## config.mk

```make
export PLATFORM = sky130hd
export DESIGN_NAME = typewriter_char_pacer_flat
export DESIGN_NICKNAME = d
export VERILOG_FILES = /design/src/rtl/typewriter_char_pacer_pkg.sv /design/src/rtl/typewriter_char_pacer_if.sv /design/src/rtl/typewriter_char_pacer_fifo.sv /design/src/rtl/typewriter_char_pacer.sv /design/src/flat_wrapper.sv
export SDC_FILE = /design/constraint.sdc
export NUM_CORES = 1
export LEC_CHECK = 0
export BUFFER_PORTS_ARGS = -buffer_cell sky130_fd_sc_hd__buf_2
export CORE_AREA = 2 2 122 95
export DETAILED_ROUTE_END_ITERATION = 10
export DIE_AREA = 0 0 124 97
export PLACE_DENSITY = 0.78
export SYNTH_ARGS = -nofsm -noshare
export SYNTH_HDL_FRONTEND = slang
export SYNTH_SLANG_ARGS = --single-unit
```

## constraint.sdc

```tcl
create_clock -name clk -period 4.51 [get_ports clk]
set_input_delay 0.2255 -clock clk [delete_from_list [all_inputs] [get_ports clk]]
set_output_delay 0.2255 -clock clk [all_outputs]
set_load 0.05 [all_outputs]
```

## src/rtl/typewriter_char_pacer_pkg.sv

```systemverilog
// typewriter_char_pacer_pkg: shared pacer FSM state encodings and default strobe spacing
package typewriter_char_pacer_pkg;
  typedef enum logic [1:0] {S_IDLE, S_EMIT, S_GAP} pacer_state_t;
  localparam int GAP_CYCLES_DEFAULT = 1000000;
endpackage

```

## src/rtl/typewriter_char_pacer_if.sv

```systemverilog
// typewriter_char_pacer_if: character handshake in, paced strobe out
//  in_char/in_valid/in_ready: upstream enqueue handshake
//  char_out/char_strobe: one-cycle strobe with held code toward the typewriter renderer
interface typewriter_char_pacer_if #(parameter int CHAR_W = 7);
  logic [CHAR_W-1:0] in_char;
  logic in_valid;
  logic in_ready;
  logic [CHAR_W-1:0] char_out;
  logic char_strobe;
  modport master(output in_char, in_valid, input in_ready, char_out, char_strobe);
  modport slave(input in_char, in_valid, output in_ready, char_out, char_strobe);
endinterface

```

## src/rtl/typewriter_char_pacer_fifo.sv

```systemverilog
// typewriter_char_pacer_fifo: sync FIFO, level from pointer difference, no read-through
//  clk, reset: clock and sync active-high reset
//  clear: sync empty; push/wdata: write (ignored when full); pop: advance head (ignored when empty)
//  rdata: head entry; level/full/empty: occupancy derived from registered pointers
module typewriter_char_pacer_fifo #(
  parameter int W = 7,
  parameter int DEPTH = 16,
  parameter int LW = $clog2(DEPTH) + 1
) (
  input  logic clk,
  input  logic reset,
  input  logic clear,
  input  logic push,
  input  logic [W-1:0] wdata,
  input  logic pop,
  output logic [W-1:0] rdata,
  output logic [LW-1:0] level,
  output logic full,
  output logic empty
);
  localparam int AW = $clog2(DEPTH);
  logic [W-1:0] mem [DEPTH];
  logic [AW:0] wr_ptr, rd_ptr;
  logic do_push, do_pop;
  assign do_push = push & ~full & ~clear;
  assign do_pop = pop & ~empty & ~clear;
  // the extra pointer MSB makes wr_ptr - rd_ptr distinguish full from empty
  assign level = wr_ptr - rd_ptr;
  assign full = level == LW'(DEPTH);
  assign empty = level == '0;
  assign rdata = mem[rd_ptr[AW-1:0]];
  always_ff @(posedge clk)
    if (do_push) mem[wr_ptr[AW-1:0]] <= wdata;
  always_ff @(posedge clk) begin
    if (reset || clear) begin
      wr_ptr <= '0;
      rd_ptr <= '0;
    end else begin
      if (do_push) wr_ptr <= wr_ptr + 1'b1;
      if (do_pop) rd_ptr <= rd_ptr + 1'b1;
    end
  end
endmodule

```

## src/rtl/typewriter_char_pacer.sv

```systemverilog
// typewriter_char_pacer: buffers characters and strobes them out no closer than GAP_CYCLES apart
//  clk, reset: pixel clock and sync active-high reset
//  flush: sync clear of FIFO, gap timer and overflow (char_out kept)
//  bus: slave side of the enqueue handshake and paced strobe output
//  level: FIFO occupancy; overflow: sticky, set by in_valid while not ready
module typewriter_char_pacer
  import typewriter_char_pacer_pkg::*;
#(
  parameter int CHAR_W = 7,
  parameter int DEPTH = 16,
  parameter int GAP_CYCLES = GAP_CYCLES_DEFAULT
) (
  input  logic clk,
  input  logic reset,
  input  logic flush,
  typewriter_char_pacer_if.slave bus,
  output logic [$clog2(DEPTH):0] level,
  output logic overflow
);
  localparam int GW = $clog2(GAP_CYCLES);
  pacer_state_t state, state_n;
  logic [GW-1:0] gap;
  logic [CHAR_W-1:0] head;
  logic full, empty, push;
  // NUL is accepted but never stored
  assign push = bus.in_valid & (bus.in_char != '0);
  assign bus.in_ready = ~full;
  typewriter_char_pacer_fifo #(.W(CHAR_W), .DEPTH(DEPTH)) u_fifo (
    .clk(clk),
    .reset(reset),
    .clear(flush),
    .push(push),
    .wdata(bus.in_char),
    .pop(state == S_EMIT),
    .rdata(head),
    .level(level),
    .full(full),
    .empty(empty)
  );
  // a gap that expires with data waiting goes straight to EMIT so back-to-back strobes land exactly GAP_CYCLES apart
  always_comb begin
    state_n = state;
    state_n = (state == S_IDLE) ? (empty ? S_IDLE : S_EMIT) :
              (state == S_EMIT) ? S_GAP :
              (gap != '0)       ? S_GAP :
              (empty ? S_IDLE : S_EMIT);
  end
  always_ff @(posedge clk) begin
    if (reset || flush) begin
      state <= S_IDLE;
      gap <= '0;
      char_strobe_clear();
      overflow <= 1'b0;
    end else begin
      state <= state_n;
      gap <= (state == S_EMIT) ? GW'(GAP_CYCLES - 2) : (state == S_GAP && gap != '0) ? gap - 1'b1 : gap;
      bus.char_strobe <= state == S_EMIT;
      if (bus.in_valid && full) overflow <= 1'b1;
    end
  end
  always_ff @(posedge clk) begin
    if (reset) bus.char_out <= '0;
    else if (!flush && state == S_EMIT) bus.char_out <= head;
  end
  function automatic void char_strobe_clear();
    bus.char_strobe <= 1'b0;
  endfunction
endmodule

```

## src/flat_wrapper.sv

```systemverilog
// flat-port wrapper written by rule: the top's interface ports become plain ports
module typewriter_char_pacer_flat import typewriter_char_pacer_pkg::*;
#(
  parameter int CHAR_W = 7,
  parameter int DEPTH = 16,
  parameter int GAP_CYCLES = GAP_CYCLES_DEFAULT
)
  (clk, reset, flush, level, overflow, bus_in_char, bus_in_valid, bus_in_ready, bus_char_out, bus_char_strobe);
  typewriter_char_pacer_if #(.CHAR_W(CHAR_W)) bus_i ();
  input  logic clk;
  input  logic reset;
  input  logic flush;
  output logic [$clog2(DEPTH):0] level;
  output logic overflow;
  input wire logic [$bits(bus_i.in_char)-1:0] bus_in_char;
  input wire logic [$bits(bus_i.in_valid)-1:0] bus_in_valid;
  output wire logic [$bits(bus_i.in_ready)-1:0] bus_in_ready;
  output wire logic [$bits(bus_i.char_out)-1:0] bus_char_out;
  output wire logic [$bits(bus_i.char_strobe)-1:0] bus_char_strobe;
  assign bus_i.in_char = bus_in_char;
  assign bus_i.in_valid = bus_in_valid;
  assign bus_in_ready = bus_i.in_ready;
  assign bus_char_out = bus_i.char_out;
  assign bus_char_strobe = bus_i.char_strobe;
  typewriter_char_pacer #(.CHAR_W(CHAR_W), .DEPTH(DEPTH), .GAP_CYCLES(GAP_CYCLES)) u_core (.clk(clk), .reset(reset), .flush(flush), .bus(bus_i), .level(level), .overflow(overflow));
endmodule
```

==> metrics.yaml, run 1 <==
outcome:
  status: "finished, final reports clean"
synthesis:
  yosys_warnings: 0
  synth.top_cells.by_area: "edfxtp_1 52%, dfxtp_1 13%, mux4_2 9.8%"
  async_flop_share_pct: 0
  ys_seq_area_share_pct: 64.8
  synth_edf_count: 112
  synthesis.nets: 465
  netlist_area_um2: 6450
  yosys_register_bits: 153
  synth.avg_cell_area_um2: 14.6
  ys_types: 51
  synth_ff_type: "edfxtp_1"
  synthCells: 443
  synth_top_area_cell: "edfxtp_1"
  netlist.area_leader.share_pct: 52.1
sta:
  hold_violations: 0
  drv_slew: 0
  clock_skew_ps: 8.94
  min_period_ps: 3120
  final.period_utilization_pct: 69.3
  setup_viol: 0
  fmax_ghz: 0.320
  setup_slack_ps: 1390
  slew_headroom_pct: 47.9
  tightestPinTransition_ps: 782
  timing.hold.ws_ps: 50.9
  rsz0062_at_grt: "no"
  setup_tns_ps: 0
global_route:
  grt_first_pass_wirelength_um: 22600
  first_global_vias: 3869
  grtUsageTotal_pct: 26.6
  antenna_found_initial: 0
  grt_max_degree: 33
  overflow: 0
power_and_ir_drop:
  ir_drop_uv: 343
  power_density_nw_per_um2: 403
  power.switching_mw: 0.614
  p_leak_nw: 2.46
  switching_share_pct: 21.0
  sequentialPowerShare_pct: 51.8
  comb_power_share_pct: 2.4
  intPower_mw: 2.31
  power_frac_clock_pct: 45.8
  power_mw: 2.92
cells_and_area:
  layout-drive-gt1-share_pct: 20.5
  final_cell_area_um2: 7260
  area_growth_syn_to_layout_pct: 12.5
  nets: 492
  final_cells: 623
  postLayoutCoreUtil_pct: 67.6
  n_antenna_cell: 0
floorplan:
  core-area_um2: 10700
  dieHeight_um: 97
  ioPinCount: 26
  die_area_um2: 12000
  dieWidth_um: 124
  start_util_pct: 60.1
  rows: 33
placement:
  place_inst: 591
  place_area_um2: 6700
  portBuffers: 25
  post-place-ws_ps: 1500
  hpwl_um: 9490
  place_congestion: 0.898
clock_tree:
  htreeDepth: 4
  cts_hold_repair.buffers: 0
  post_cts_buffers: 0
  cts_buffer_depth: 2
  cts_tree: "done"
  clock_latency_ps: 430
  cts.clk_slew.worst_paths_ps: 60
  cts_made_buffers: 17
  postCtsResizedCells: 0
  cts_sinks: 153
  root_buffer: "clkbuf_16"
worst_hold_path:
  min_from: "bus_in_valid"
  whs_endpoint: "u_core.overflow$_SDFFE_PP0P_"
  hp-class: "input port to register"
  whs_path_depth: 3
routing:
  vias_per_cell: 6.58
  route.detailed.drc: 0
  firstDrtPassIters: 5
  dr_total_vias: 4102
  wl_per_cell_um: 23.7
  detail-route-antenna-nets: 0
  drt-initial-drc-count: 368
  drt-total-wl_um: 14800
setup_path:
  crit_required_ps: 4610
  worst-setup-path-type: "register to register"
  cp-start-kind: "register"
  endpoint_kind: "register"
  path_max_fanout: 14
  r2r_end: "u_core.u_fifo.mem[5][2]$_DFFE_PP_"
  r2r_slack_ps: 1390
  worstPathArrival_ps: 3220
  worstReg2RegStart: "u_core.u_fifo.wr_ptr[0]$_SDFFE_PP0P_"
  r2r_cells: 10
flow_run:
  cap_violations: 0
## worst max-delay path: stages (launching register included)
cell,delay [ps]
dfxtp_1,360
inv_1,150
ha_1,180
inv_1,50
fa_1,390
xor2_1,260
and4b_1,240
o211a_1,340
nor2_1,180
buf_4,230
and3_1,400
## power by group through the flow
| stage | Sequential (mW) | Combinational, mW | Clock [mW] |
|---|---|---|---|
| 6_report | 1.52 | 0.0693 | 1.34 |
| 5_1_grt | 1.52 | 0.0741 | 1.41 |
| 4_1_cts | 1.52 | 0.0682 | 1.35 |
| 3_5_place_dp | 1.55 | 0.0680 | 0 |
| 3_3_place_gp | 1.55 | 0.0669 | 0 |
| 2_1_floorplan | 1.55 | 0.0300 | 0 |
## area by class of cell
cell class	count	area, µm²
clock buffer	23	499
clock inverter	9	60.1
fill	728	3470
inverter	10	37.5
multi-input combinational	259	2150
sequential	153	4190
tap	140	175
timing repair buffer	29	155
## metal layers
layer  vias to the layer above  routed length (µm)  track usage, %
met3                        29                1790            8.84
met1                      2014                6080            39.9
met5                         -                   0               0
met4                         0                 291            9.94
li1                       1805                   -               -
met2                       254                6620            36.5
## logic make-up after synthesis
logic type                 Yosys count  share of synthesized area [%]
buffers and inverters               31                           1.86
and+or+nand+nor                    125                           11.4
AOI/OAI and AO/OA                   80                           7.81
DFF                                153                           64.8
adders and majority gates           11                           2.25
muxes                               28                           9.77
xor gates and xnor gates            15                           2.04
## worst max-delay path by stage
stage | from | endpoint
CTS | u_core.u_fifo.wr_ptr[0]$_SDFFE_PP0P_ | bus_in_ready
global placement | u_core.u_fifo.wr_ptr[0]$_SDFFE_PP0P_ | u_core.u_fifo.mem[1][5]$_DFFE_PP_
floorplan | u_core.u_fifo.rd_ptr[1]$_SDFFE_PP0P_ | u_core.u_fifo.mem[3][0]$_DFFE_PP_
global route | u_core.u_fifo.wr_ptr[0]$_SDFFE_PP0P_ | bus_in_ready
finish | u_core.u_fifo.wr_ptr[0]$_SDFFE_PP0P_ | u_core.u_fifo.mem[5][2]$_DFFE_PP_
detailed placement | u_core.u_fifo.wr_ptr[0]$_SDFFE_PP0P_ | u_core.u_fifo.mem[5][6]$_DFFE_PP_
## cells in the mapped netlist (all sizes together) (2+ instances only)
library cell    n
nand3b          4
a22oi          14
nand4           2
or3             9
a21boi          2
nand2           8
a21oi          35
o211ai          2
nand3           6
buf             5
nor4            9
mux4           28
inv            10
a21o            2
or4b            2
edfxtp        112
nand2b          4
nor2b           5
or4             7
clkbuf         16
ha             10
nor2           28
nor3           14
and3           17
and2            4
xor2            8
a311oi          2
o21ai          11
a211oi          5
xnor2           7
dfxtp          41
or3b            2
## flip-flops by register name, indices dropped and copies added, names as in the netlist
| name | flops |
|---|---|
| u_core.u_fifo.mem | 112 |
| u_core.gap | 20 |
| u_core.bus.char_out | 7 |
| u_core.u_fifo.rd_ptr | 5 |
| u_core.u_fifo.wr_ptr | 5 |
| u_core.state | 2 |
| u_core.bus.char_strobe | 1 |
| u_core.overflow | 1 |
## placed cells by master, fill, tap and decap left out, types with 4 or more instances in the layout
cell / count
xnor2_1: 7
o21ai_0: 11
clkbuf_16: 18
a21oi_1: 34
nand2b_1: 4
nor2_1: 28
or4_1: 5
nand2_1: 8
nor4_1: 7
ha_1: 10
or3_1: 9
nor2b_1: 5
xor2_1: 8
buf_4: 4
buf_2: 25
and2_1: 4
and3_1: 17
dfxtp_1: 40
a22oi_1: 14
nand3_1: 6
mux4_2: 28
nor3_1: 13
edfxtp_1: 112
a211oi_1: 5
nand3b_1: 4
inv_1: 10
Note: power is estimated with default switching activity, not from simulation.
==> inputs of run 2 (changes only) <==
- CORE_AREA: 2 2 122 95 -> 2 2 129 99
- DIE_AREA: 0 0 124 97 -> 0 0 131 101
- PLACE_DENSITY: 0.78 -> 0.74
- clock period: 4.51 -> 2.7 ns (I/O delays scaled with it)
==> run 2 against run 1 <==
Net effect:
- clock-buffer cell count decreased by 6
- non-clock buffer count increased by 19
- critical path type is now register to output pin
- register-to-register slack got worse by 1300 ps
- cell area increased by 5.5%
- highest routed layer unchanged
- die area increased by 10%
- clock power increased by 75%
- sequential cell count unchanged
==> metrics.yaml, run 2 (synthesized netlist as in run 1, its figures left out) <==
placement:
  hpwl_um: 9380
  portBuffers: 25
  place_area_um2: 6960
  post-place-ws_ps: 39.4
  place_congestion: 0.852
sta:
  tightestPinTransition_ps: 657
  setup_slack_ps: 26.1
  hold_violations: 0
  drv_slew: 0
  min_period_ps: 2670
  setup_viol: 0
  fmax_ghz: 0.374
  final.period_utilization_pct: 99.0
  timing.hold.ws_ps: 59.7
  rsz0062_at_grt: "yes"
  slew_headroom_pct: 56.1
  clock_skew_ps: 12.6
cells_and_area:
  area_growth_syn_to_layout_pct: 18.7
  largest_reg_flops: 112
  final_cell_area_um2: 7660
  multi_input_area_um2: 2300
  ff_latch_area_um2: 4190
  n_antenna_cell: 0
  nets: 511
  layout-drive-gt1-share_pct: 29.5
  nFillCells: 877
  final_common_cell: "edfxtp_1"
  final_cell_mix: "112 x edfxtp_1, 39 x dfxtp_1, 34 x a21oi_1"
global_route:
  overflow: 0
  antenna_found_initial: 0
  first_global_vias: 3861
  grt_max_degree: 33
  grtUsageTotal_pct: 24.1
  grt_first_pass_wirelength_um: 22700
clock_tree:
  cts_made_buffers: 17
  cts_buffer_depth: 2
  htreeDepth: 4
  cts_tree: "done"
  clock_latency_ps: 420
  cts_sinks: 153
  cts.clk_slew.worst_paths_ps: 70
  root_buffer: "clkbuf_16"
routing:
  detail-route-antenna-nets: 0
  drt-initial-drc-count: 410
  dr_total_vias: 4106
  vias_per_cell: 6.15
  drt-total-wl_um: 14900
  wl_per_cell_um: 22.3
  firstDrtPassIters: 5
  route.detailed.drc: 0
floorplan:
  rows: 35
  core-area_um2: 12000
  ioPinCount: 26
  die_area_um2: 13200
  dieWidth_um: 131
  start_util_pct: 53.6
  dieHeight_um: 101
outcome:
  status: "finished, final reports clean"
setup_path:
  crit_required_ps: 2570
  endpoint_kind: "output pin"
  path_max_fanout: 4
  worst-setup-path-type: "register to output pin"
  cp-start-kind: "register"
  worstPathArrival_ps: 2540
flow_run:
  cap_violations: 0
worst_hold_path:
  hp-class: "input port to register"
power_and_ir_drop:
  power_mw: 5.01
  p_leak_nw: 2.57
  ir_drop_uv: 489
  power_density_nw_per_um2: 654
==> run 2: cell type report <==
| type | instances | share of cell area, % |
|---|---|---|
| flip-flops and latches | 153 | 54.6 |
| clock buffers | 17 | 5.55 |
| inverters | 10 | 0.539 |
| multi-input cells | 259 | 30.1 |
| clock inverters | 15 | 2.24 |
| well taps | 166 | 2.71 |
| repair buffers | 48 | 4.26 |
==> run 2: worst max-delay path: stages, from the launching register on <==
cell and delay, ps:
dfxtp_2 330, inv_2 50, ha_4 150, inv_2 40, fa_2 450, nand3b_1 200
a211oi_2 250, o211a_1 240, buf_6 130, clkinvlp_4 110, buf_8 160
==> run 2: stage by stage <==
stage / util (%) / cells / TNS, ps
6_report: 63.6 / 668 / 0
5_1_grt: 63.6 / 668 / -135
4_1_cts: 63.1 / 664 / 0
3_5_place_dp: 57.8 / 630 / 0
3_3_place_gp: 57.8 / 630 / 0
2_1_floorplan: - / 443 / 0
==> run 2: where the power goes <==
| group | internal (mW) | total [mW] | switching (mW) |
|---|---|---|---|
| sequential | 2.52 | 2.53 | 0.00418 |
| clock | 1.25 | 2.35 | 1.10 |
| combinational | 0.0378 | 0.129 | 0.0916 |
| total | 3.81 | 5.01 | 1.20 |
==> run 2: per-layer routing <==
metal / vias to the layer above / GRT usage, % / share of wire [%]
met2: 179 / 32.8 / 43
li1: 1838 / - / -
met3: 11 / 6.48 / 9.6
met4: 0 / 5.97 / 0.87
met1: 2078 / 38.6 / 46
met5: - / 0 / 0
==> run 2: path summary, 6_finish.rpt <==
check                                                          start                             endpoint  slack (ps)  cells after the start
worst min-delay path                                           reset  u_core.bus.char_out[4]$_SDFFE_PP0P_          60                      2
worst max register to register  u_core.u_fifo.wr_ptr[0]$_SDFFE_PP0P_   u_core.u_fifo.mem[12][6]$_DFFE_PP_          50                     11
worst min register to register          u_core.overflow$_SDFFE_PP0P_         u_core.overflow$_SDFFE_PP0P_         480                      2
worst max-delay path            u_core.u_fifo.wr_ptr[0]$_SDFFE_PP0P_                         bus_in_ready          30                     10
==> run 2: timing repair <==
action                                  4_1_cts  5_1_grt
hold buffers                                  1        0
endpoints found under the hold margin         1        0
endpoints found under the setup margin        8       38
buffers inserted                              1        4
pin swaps                                     0        3
gates resized for setup                       7       10
